**src/rtl/int_wb_pipereg.sv**
```systemverilog
// Writeback pipeline register after the integer execute block.
// Registers the per-instruction result toward the PRF and ROB, turns a
// captured mispredict into a one-cycle backend flush pulse, and holds the
// oldest outstanding frontend redirect until fetch accepts it.
// Instructions younger than an active flush are dropped on capture.
module int_wb_pipereg #(
  parameter int ROBID_W = 7,
  parameter int SQID_W  = 5,
  parameter int PREG_W  = 6
) (
  input  logic               clock,
  input  logic               reset,

  input  logic               in_instr_valid,
  input  logic               in_need_to_wb,
  input  logic               in_redirect_valid,
  input  logic [PREG_W-1:0]  in_prd,
  input  logic [63:0]        in_result,
  input  logic [63:0]        in_redirect_target,
  input  logic [ROBID_W-1:0] in_robid,
  input  logic [SQID_W-1:0]  in_sqid,
  input  logic [63:0]        in_pc,
  input  logic [31:0]        in_instr,

  input  logic               ext_flush_valid,
  input  logic [ROBID_W-1:0] ext_flush_robid,

  output logic               wb_valid,
  output logic               wb_need_to_wb,
  output logic [PREG_W-1:0]  wb_prd,
  output logic [63:0]        wb_result,
  output logic [ROBID_W-1:0] wb_robid,
  output logic [SQID_W-1:0]  wb_sqid,
  output logic [63:0]        wb_pc,
  output logic [31:0]        wb_instr,

  output logic               flush_valid,
  output logic [ROBID_W-1:0] flush_robid,
  output logic [63:0]        flush_target,

  output logic               fe_redirect_valid,
  output logic [63:0]        fe_redirect_target,
  output logic [ROBID_W-1:0] fe_redirect_robid,
  input  logic               fe_redirect_ready,

  output logic [31:0]        redirect_cnt
);

  // True when a is strictly older than b. The MSB is the ROB wrap flag, so a
  // differing flag inverts the index comparison. Equal ids are not older.
  function automatic logic older(input logic [ROBID_W-1:0] a,
                                 input logic [ROBID_W-1:0] b);
    older = (a[ROBID_W-1] ^ b[ROBID_W-1]) ^ (a[ROBID_W-2:0] < b[ROBID_W-2:0]);
  endfunction

  logic               kill;
  logic               cap_redirect;
  logic               pend_accept;
  logic               pend_load;
  logic               pend_valid_nxt;
  logic [63:0]        pend_target_nxt;
  logic [ROBID_W-1:0] pend_robid_nxt;

  // Kill decision for the incoming instruction and pending-entry update.
  always_comb begin
    pend_valid_nxt  = fe_redirect_valid;
    pend_target_nxt = fe_redirect_target;
    pend_robid_nxt  = fe_redirect_robid;

    kill = (flush_valid     && older(flush_robid, in_robid)) ||
           (ext_flush_valid && older(ext_flush_robid, in_robid));
    cap_redirect = in_instr_valid && in_redirect_valid && !kill;
    pend_accept  = fe_redirect_ready && fe_redirect_valid;
    // A captured redirect has already survived both flush sources, so a load
    // takes priority over an external flush of the old pending entry.
    pend_load    = cap_redirect &&
                   (!fe_redirect_valid || pend_accept ||
                    older(in_robid, fe_redirect_robid));

    if (pend_load) begin
      pend_valid_nxt  = 1'b1;
      pend_target_nxt = in_redirect_target;
      pend_robid_nxt  = in_robid;
    end else if (pend_accept) begin
      pend_valid_nxt  = 1'b0;
    end else if (ext_flush_valid && older(ext_flush_robid, fe_redirect_robid)) begin
      pend_valid_nxt  = 1'b0;
    end
  end

  // Writeback bundle: valids are kill-filtered, payload loads every cycle.
  always_ff @(posedge clock) begin
    if (reset) begin
      wb_valid      <= 1'b0;
      wb_need_to_wb <= 1'b0;
      wb_prd        <= '0;
      wb_result     <= '0;
      wb_robid      <= '0;
      wb_sqid       <= '0;
      wb_pc         <= '0;
      wb_instr      <= '0;
    end else begin
      wb_valid      <= in_instr_valid && !kill;
      wb_need_to_wb <= in_need_to_wb && in_instr_valid && !kill;
      wb_prd        <= in_prd;
      wb_result     <= in_result;
      wb_robid      <= in_robid;
      wb_sqid       <= in_sqid;
      wb_pc         <= in_pc;
      wb_instr      <= in_instr;
    end
  end

  // One-cycle flush pulse; id and target hold between redirects.
  always_ff @(posedge clock) begin
    if (reset) begin
      flush_valid  <= 1'b0;
      flush_robid  <= '0;
      flush_target <= '0;
    end else begin
      flush_valid <= cap_redirect;
      if (cap_redirect) begin
        flush_robid  <= in_robid;
        flush_target <= in_redirect_target;
      end
    end
  end

  // Pending frontend redirect entry, driven straight onto the fe_* outputs.
  always_ff @(posedge clock) begin
    if (reset) begin
      fe_redirect_valid  <= 1'b0;
      fe_redirect_target <= '0;
      fe_redirect_robid  <= '0;
    end else begin
      fe_redirect_valid  <= pend_valid_nxt;
      fe_redirect_target <= pend_target_nxt;
      fe_redirect_robid  <= pend_robid_nxt;
    end
  end

  // PMU count of flush pulses, wrapping naturally at 2^32.
  always_ff @(posedge clock) begin
    if (reset) begin
      redirect_cnt <= '0;
    end else if (flush_valid) begin
      redirect_cnt <= redirect_cnt + 32'd1;
    end
  end

endmodule

```
**config.mk**
```make
export PLATFORM = sky130hd
export DESIGN_NAME = int_wb_pipereg
export DESIGN_NICKNAME = d
export VERILOG_FILES = /design/src/rtl/int_wb_pipereg.sv
export SDC_FILE = /design/constraint.sdc
export NUM_CORES = 1
export LEC_CHECK = 0
export ABC_AREA = 1
export BUFFER_PORTS_ARGS = -buffer_cell sky130_fd_sc_hd__buf_2
export CAP_MARGIN = 30
export CORE_AREA = 4 4 234 236
export CTS_BUF_LIST = sky130_fd_sc_hd__clkbuf_16
export DETAILED_ROUTE_END_ITERATION = 8
export DIE_AREA = 0 0 238 240
export PLACE_DENSITY = 0.46
export SLEW_MARGIN = 0
export SYNTH_ARGS = -nofsm -noshare
export SYNTH_HDL_FRONTEND = slang
export SYNTH_SLANG_ARGS = --single-unit
```
**constraint.sdc**
```tcl
create_clock -name clock -period 1.7 [get_ports clock]
set_input_delay 0.17 -clock clock [delete_from_list [all_inputs] [get_ports clock]]
set_output_delay 0.17 -clock clock [all_outputs]
set_load 0.1 [all_outputs]
```
# [Word level (Yosys, flattened, before mapping)]
# Cells that the tools add are included.
[word_totals] reg_bits=356 elab_cells=47
[classes] magnitude_cmp=4 n_bitwise=8 muxes=3 n_reduce_logical=16 n_addsub=1
[ops] operator="32-bit by 1-bit adder with 32-bit output (second input constant)" count=1
[ops] operator="6-bit < comparator" count=4
[ops] operator="1-bit logical AND" count=10
[ops] operator="1-bit bitwise XOR" count=8
[ops] operator="1-bit logical OR" count=3
[ops] operator="1-bit two-way mux" count=3
[ops] operator="3-bit nonzero test" count=1
[ops] operator="1-bit logical NOT" count=2

# [Logic depth before layout (Yosys ltp)]
# Gate-level depths: netlist of run 1.
[logic_depth] depth_word=8 mapped_depth=14

# [Worst setup path after synthesis of run 1]
# Ideal clock, no wire load.
[synth_path] path_type="register to register" from="reg fe_redirect_robid[1]" to="reg fe_redirect_robid[0]" path_stages_with_launch=12 setup_time_ps=65 synth_period_minus_slack_ps=2652 t_required_ps=1635 t_arrival_ps=2587 slack_ps=-952 n_path_buf=1 path_cell_list="dfxtp_1 -> inv_1 -> ha_1 -> a21boi_1 -> o21ai_1 -> nand3b_1 -> nand3_1 -> inv_2 -> nor2_8 -> buf_6 -> nor2_1 -> nor2_1"
[synth_between] elab_chain_len=4
[synth_lines] item="from (decl)" line="43" text="output logic [ROBID_W-1:0] fe_redirect_robid,"
[synth_lines] item="from (signal assigned)" line="138" text="fe_redirect_robid <= pend_robid_nxt;"
[synth_lines] item="6-bit < comparator" line="53" text="older = (a[ROBID_W-1] ^ b[ROBID_W-1]) ^ (a[ROBID_W-2:0] < b[ROBID_W-2:0]);"
[synth_lines] item="1-bit bitwise XOR" line="53"
[synth_lines] item="1-bit logical OR" line="77" text="(!fe_redirect_valid || pend_accept ||"
[synth_lines] item="1-bit logical AND" line="76" text="pend_load = cap_redirect &&"
# No other way between the ends.
# A chain may end at the register's enable or synchronous reset.

# [Worst setup path in the final report of run 1]
[layout_path] from="reg flush_robid[5]" to="reg flush_target[55]"
[layout_between] elab_chain_len=6
[layout_lines] item="from (decl)" line="38" text="output logic [ROBID_W-1:0] flush_robid,"
[layout_lines] item="from (signal assigned)" line="123" text="flush_robid <= in_robid;"
[layout_lines] item="6-bit < comparator" line="53"
[layout_lines] item="1-bit bitwise XOR" line="53"
[layout_lines] item="1-bit logical AND" line="70" text="kill = (flush_valid && older(flush_robid, in_robid)) ||"
[layout_lines] item="1-bit logical OR" line="70"
[layout_lines] item="1-bit logical NOT" line="72" text="cap_redirect = in_instr_valid && in_redirect_valid && !kill;"
[layout_lines] item="1-bit logical AND" line="72"
[layout_lines] item="to (signal assigned)" line="124" text="flush_target <= in_redirect_target;"
[layout_lines] item="to (decl)" line="39" text="output logic [63:0] flush_target,"
# No other way between the ends.

==> results of run 1 <==
[cells in the final DEF (no fill, tap or decap), drive strengths merged, types with 2 or more instances in the layout]
cell type / n
diode: 4
dlygate4sd3: 244
inv: 308
nand3b: 3
nor2: 369
a21boi: 2
nand2: 299
a211oi: 2
xnor2: 4
o21ai: 12
o21a: 2
nor4: 3
ha: 21
xor2: 10
a21oi: 94
nand3: 91
bufinv: 3
nor3: 17
buf: 721
clkinv: 13
clkbuf: 51
dfxtp: 356
nand4: 11
[worst max-delay path, delay by kind of cell (launching register included)]
kind	cells	cell delay [ps]
adder cells (fa/ha/maj)	1	280
AO/OA/AOI/OAI	1	60
buffers and inverters	4	570
AND/OR/NAND/NOR	8	580
flip-flops	1	360
[power groups by stage]
stage / clock network, W / registers [W] / logic, W
2_1_floorplan: 0 / 0.0124 / 0.000980
3_3_place_gp: 0 / 0.00912 / 0.00554
3_5_place_dp: 0 / 0.00913 / 0.00556
6_report: 0.00836 / 0.00898 / 0.00643
4_1_cts: 0.00864 / 0.00895 / 0.00615
5_1_grt: 0.00898 / 0.00902 / 0.00674
[worst min-delay path by stage]
stage / end / slack (ps)
final: flush_robid[4] / 30
after detailed placement: wb_pc[7] / 380
after global routing: flush_robid[4] / 10
after CTS: flush_robid[4] / 2
after global placement: wb_pc[16] / 370
after floorplan: wb_instr[0] / 280
[stage by stage]
stage | total power (W) | instances | util, % | setup TNS, ps | area [um^2]
floorplan | 0.0133 | 1675 | - | -33840 | 13200
global route | 0.0247 | 3333 | 42.7 | -55030 | 22400
finish | 0.0238 | 3334 | 42.7 | -36470 | 22400
CTS | 0.0237 | 3311 | 40.9 | -33120 | 21500
detailed placement | 0.0147 | 2984 | 33.3 | -55360 | 17400
global placement | 0.0147 | 2984 | 33.3 | -53980 | 17400
[timing repair]
| action | 4_1_cts | 5_1_grt |
|---|---|---|
| gates resized for setup | 30 | 159 |
| hold buffers | 244 | 0 |
| setup endpoints to repair | 147 | 156 |
| pin swaps | 10 | 75 |
| buffers inserted | 6 | 7 |
| gates cloned | 6 | 13 |
| hold endpoints to repair | 308 | 0 |
[layout make-up]
| class | count | area [um^2] | share of cell area [%] |
|---|---|---|---|
| Inverter | 295 | 1110 | 4.96 |
| Timing Repair Buffer | 975 | 7010 | 31.3 |
| Clock inverter | 30 | 214 | 0.956 |
| Clock buffer | 41 | 1030 | 4.58 |
| Multi-Input combinational cell | 945 | 4900 | 21.9 |
| Antenna cell | 4 | 10.0 | 0.0447 |
| Sequential cell | 356 | 7260 | 32.4 |
| Tap cell | 688 | 861 | 3.84 |
[registers in the layout (all words and copies together) (netlist names)]
signal              flops
flush_target           64
wb_instr               32
flush_valid             1
fe_redirect_valid       1
wb_pc                  64
fe_redirect_robid       7
flush_robid             7
wb_valid                1
redirect_cnt           32
fe_redirect_target     64
wb_sqid                 5
wb_need_to_wb           1
wb_prd                  6
wb_result              64
wb_robid                7
[metal layers]
| layer | track usage [%] | wire [um] |
|---|---|---|
| met5 | 0 | 0 |
| met4 | 9.82 | 2980 |
| met3 | 4.77 | 4120 |
| met2 | 32.5 | 28600 |
| met1 | 20.9 | 23100 |
[kinds of logic (layout without fill, tap and decap cells)]
kind of cell               Yosys count  in the layout  share of synthesized area, %
AOI/OAI and AO/OA                  115            115                          4.65
xor gates and xnor gates            14             14                         0.953
adders and majority gates           21             21                          2.04
buffers and inverters              374           1341                          12.0
DFF                                356            356                          55.4
other                                0              4                             0
and+or+nand+nor                    795            795                          24.9
==> reports/results.txt, run 1 <==
Crit Path Category = reg2reg
Clk_lat worst skew = 560 ps
Rel. slew slack = 25.1%
Hold Slack = 33.8 ps
Die width = 238 um
Crit path cell chain = ha_4 -> nand2_4 -> nor2_1 -> nand2_1 -> nand2_1 -> nand2_1 -> nand3_2 -> nand3b_1 -> buf_4 -> buf_6 -> buf_12 -> clkbuf_16 -> nand2_1 -> a21oi_1
RSZ-0062 raised after global routing = yes
Pre-CTS setup slack = -453 ps
Global-route wire length before repair = 82000 um
FILL cells = 5281
Failing checks = setup timing
Gr ovfl total = 0
Synthesized flop and latch total = 356
Startpoint of the worst hold path = in_robid[4]
Chip Height = 240 um
Final Max Slew Viols = 0
I/O pins = 612
Post-Synthesis Cells = 1675
Flop2flop setup slack = -320 ps
IO buf count = 611
Initial antenna violation count = 3
Max incr delay on CP = 360 ps
Worst path slowest cell = dfxtp_4
HP Class = in2reg
Worst Skew = 16.8 ps
Worst VDD drop = 849 uV
1st-pass router iterations = 5
Ranking of synthesized cells by area = dfxtp_1, nor2_1, nand2_1
Netlist cell types = 34
Bufs on Longest Clock Path = 3
Comb pwr share = 27.1%
Mean post-synth cell area = 7.68 um^2
CTS tree = yes
Sequential share of the synthesized area = 55.4%
Via/cell ratio = 4.22
Number of flops mapped to enable cells by yosys = 0
CTS root buf = clkbuf_16
Final hold vios = 0
H-tree depth = 2
Routed wire length = 58800 um
WL per Instance = 17.6 um
Hold Path Cell Cnt = 4
Clk slew on worst S/H paths = 60 ps
Minimum clock period = 2020 ps
Clk pwr share = 35.2%
Worst setup endpoint = flush_target[55]
Share of cells above drive strength 1 = 37.2%
GRT Overall Usage = 18.6%
Pleak = 11.6 nW
Row count = 84
Required time of the worst setup path = 2080 ps
# DRC = 0
Cell repeated most along the worst path = nand2_1
Die area = 57100 um^2
Gp weighted congestion = 0.881
Slew of the pin with the lowest slew margin = 1120 ps
Critical path origin = flush_robid[5]
Initial Util = 24.5%
Synth cell count leaders = nor2_1, dfxtp_1, nand2_1, inv_1, a21oi_1
Crit share post-route = 119%
Syn-to-layout area delta = 74.1%
Reg-to-reg startpoint = flush_robid[5]
Synthesized area = 12900 um^2
CTS Sinks = 356
CP arrival = 2400 ps
P_int = 0.0152 W
Status = finished with violations
Initial DRC count = 569
Syn_nets = 1952
Switching power of the nets = 0.00855 W
R2R depth = 14
Max-cap violations = 0
Largest net degree at the start of global routing = 159
Most common cell in the netlist = nor2_1
Reg2reg end = flush_target[55]
Critical Path Fanout Max = 6
CP Capture Type = register
Switching part of the total = 36.0%
Area leader, netlist = dfxtp_1
Final Worst Setup Slack = -321 ps
Yosys warns = 0
Core ar. = 52400 um^2
Synth top area share = 55.4%
Post-synth ARST share = 0%
Via count = 14100
Power density over the cells = 1060 nW/um^2
HPWL Detailed = 41400 um
Final net count = 2891
Final antenna-violating net count = 0
# setup viols final = 144
Vias in the first global route = 13900
CTS buffer count = 41
Sequential power share = 37.8%
Max Clock Freq = 0.495 GHz
Ys flop type = dfxtp_1
Startpoint Class = register
Power figures use the tool's default switching activity.
==> run 2, diff against run 1 <==
--- a/config.mk
+++ b/config.mk
@@ -5,14 +5,13 @@
 export SDC_FILE = /design/constraint.sdc
 export NUM_CORES = 1
 export LEC_CHECK = 0
-export ABC_AREA = 1
 export BUFFER_PORTS_ARGS = -buffer_cell sky130_fd_sc_hd__buf_2
 export CAP_MARGIN = 30
-export CORE_AREA = 4 4 234 236
+export CORE_AREA = 4 4 236 238
 export CTS_BUF_LIST = sky130_fd_sc_hd__clkbuf_16
 export DETAILED_ROUTE_END_ITERATION = 8
-export DIE_AREA = 0 0 238 240
-export PLACE_DENSITY = 0.46
+export DIE_AREA = 0 0 240 242
+export PLACE_DENSITY = 0.44
 export SLEW_MARGIN = 0
 export SYNTH_ARGS = -nofsm -noshare
 export SYNTH_HDL_FRONTEND = slang
==> reports/results.txt, run 2 <==
Final hold vios = 0
Commonest non-fill, non-tap cell in the layout = buf_2
Synth cell count leaders = dfxtp_1, nand2_1, nor2b_1, mux2i_1, clkbuf_1
Number of flops mapped to enable cells by yosys = 0
Ranking of synthesized cells by area = dfxtp_1, mux2i_1, nor2b_1
Power density over the cells = 1110 nW/um^2
Hold Path Cell Cnt = 4
WL per Instance = 16.6 um
Largest net degree at the start of global routing = 71
HPWL Detailed = 34300 um
RSZ-0062 raised after global routing = yes
TNS Setup = -61340 ps
Synthesized flop and latch total = 356
Initial DRC count = 433
Critical Path Fanout Max = 14
Post-DP Area = 16800 um^2
Stages on the worst setup path = 9
Initial Util = 22.6%
Chip Height = 242 um
Slew of the pin with the lowest slew margin = 560 ps
Crit path cell chain = ha_4 -> nand4_1 -> o221a_2 -> mux2i_1 -> buf_4 -> nor3_4 -> buf_12 -> buf_12 -> mux2i_1
Top delay family on crit path = buffers and inverters
Post-synth ARST share = 0%
Mean post-synth cell area = 10.4 um^2
Hold Slack = 65.0 ps
Required time of the worst setup path = 2170 ps
CP arrival = 2660 ps
IO buf count = 611
CTS buffer count = 41
Via count = 11400
Rel. slew slack = 62.9%
Clk slew on worst S/H paths = 60 ps
Switching part of the total = 34.2%
# setup viols final = 146
1st-pass router iterations = 4
Commonest cells after routing, fill and taps aside = buf_2, dfxtp_1, dlygate4sd3_1
CTS root buf = clkbuf_16
Syn_nets = 1438
Die area = 58100 um^2
Netlist cell types = 36
Die width = 240 um
Row count = 85
Fin area = 20900 um^2
Max Clock Freq = 0.458 GHz
CP Capture Type = register
Post-Synthesis Cells = 1161
Synth top area share = 58.9%
Switching power of the nets = 0.00794 W
Final Worst Setup Slack = -484 ps
Minimum clock period = 2180 ps
Max incr delay on CP = 350 ps
Status = finished with violations
Via/cell ratio = 4.04
CTS tree = yes
Fin util = 39.0%
Failing checks = setup timing
HP Class = in2reg
Crit share post-route = 128%
H-tree depth = 2
Sequential share of the synthesized area = 58.9%
Sequential power share = 38.4%
Area leader, netlist = dfxtp_1
Gr ovfl total = 0
Startpoint of the worst hold path = in_robid[5]
Worst Skew = 16.6 ps
Share of cells above drive strength 1 = 39.6%
Worst VDD drop = 617 uV
Clk_lat worst skew = 550 ps
Worst path slowest cell = dfxtp_4
CTS Sinks = 356
Final Max Slew Viols = 0
Pleak = 10.3 nW
Flop2flop setup slack = -480 ps
Core ar. = 53600 um^2
Hold Path Sink = wb_robid[5]
Yosys warns = 0
GRT Overall Usage = 15.2%
Reg2reg end = fe_redirect_target[61]
FILL cells = 5251
Most common cell in the netlist = dfxtp_1
Final net count = 2375
Reg-to-reg startpoint = flush_robid[5]
Comb pwr share = 24.2%
Initial antenna violation count = 4
Gp weighted congestion = 0.835
Bufs on Longest Clock Path = 3
CP Buf/Inv Count = 3
Routed wire length = 46800 um
# DRC = 0
Vias in the first global route = 12100
P_int = 0.0153 W
Clk pwr share = 37.4%
I/O pins = 612
Max-cap violations = 0
Synthesized area = 12100 um^2
Global-route wire length before repair = 69500 um
R2R depth = 9
Crit Path Category = reg2reg
Syn-to-layout area delta = 72.9%
Pre-CTS setup slack = -603 ps
Final antenna-violating net count = 0
Startpoint Class = register
Ys flop type = dfxtp_1
-- run 2: cell count changes in the layout (fill, tap and decap cells not counted), moves of 38 or more --
cell     before  now
mux2i_1       0  144
inv_1       298   28
nor2b_1       0  174
a21oi_1      66   11
nor2_2       39    1
nand3_1      84    6
nor2_1      315   30
-- run 2: how the worst max path moves through the flow --
stage / slack [ps] / to / start
5_1_grt: -590 / fe_redirect_target[17] / fe_redirect_robid[4]
2_1_floorplan: -440 / fe_redirect_robid[0] / fe_redirect_robid[4]
3_3_place_gp: -610 / flush_robid[1] / in_robid[3]
4_1_cts: -460 / fe_redirect_target[61] / flush_robid[5]
6_report: -480 / fe_redirect_target[61] / flush_robid[5]
3_5_place_dp: -600 / flush_target[29] / in_robid[3]
-- run 2: per-layer routing --
layer  share of wire, %  vias to the layer above  global-route usage [%]
met1                 38                     5285                    16.2
met2                 51                      406                    28.0
met4                3.1                        4                    5.42
met3                7.6                       99                    4.59
met5              0.058                        -                       0
li1                   -                     5632                       -
-- run 2: cells by family after synthesis --
logic type / share of synthesized area [%]
AOI/OAI and AO/OA: 1.93
and+or+nand+nor: 19.6
muxes: 11.9
DFF: 58.9
buffers and inverters: 3.26
xor gates and xnor gates: 2.17
adders and majority gates: 2.17
-- run 2: layout make-up --
| class | instances | area (um^2) | share of cell area (%) |
|---|---|---|---|
| Inverter | 23 | 93.8 | 0.449 |
| Multi-Input combinational cell | 718 | 4820 | 23.1 |
| Sequential cell | 356 | 7250 | 34.7 |
| Antenna cell | 1 | 2.50 | 0.0120 |
| Clock inverter | 30 | 216 | 1.03 |
| Clock buffer | 44 | 1100 | 5.26 |
| Tap cell | 696 | 871 | 4.16 |
| Timing Repair Buffer | 958 | 6560 | 31.3 |
-- run 2: metrics by stage --
step,total power [W],std cells
floorplan,0.0130,1161
global placement,0.0142,2494
detailed placement,0.0142,2494
CTS,0.0236,2820
global route,0.0242,2825
finish,0.0232,2826
-- run 2: power groups by stage --
| stage | sequential (W) | combinational (W) | clock [W] |
|---|---|---|---|
| after detailed placement | 0.00910 | 0.00510 | 0 |
| after CTS | 0.00893 | 0.00560 | 0.00905 |
| after global routing | 0.00897 | 0.00585 | 0.00939 |
| after global placement | 0.00910 | 0.00510 | 0 |
| after floorplan | 0.0122 | 0.000844 | 0 |
| final | 0.00893 | 0.00562 | 0.00870 |
-- run 2: worst reg2reg max path, stage by stage (launching register included) --
cell and delay, ps:
dfxtp_4 350, ha_4 270, nand4_1 90, o221a_2 280
mux2i_1 140, buf_4 160, nor3_4 230, buf_12 200
buf_12 170, mux2i_1 220
-- run 2: what timing repair did --
item | in CTS | in global routing
setup buffers | 2 | 5
hold buffers | 250 | 0
setup endpoints to repair | 153 | 157
cloned | 1 | 2
pin swaps | 7 | 7
hold endpoints to repair | 316 | 0
resized for setup | 20 | 13
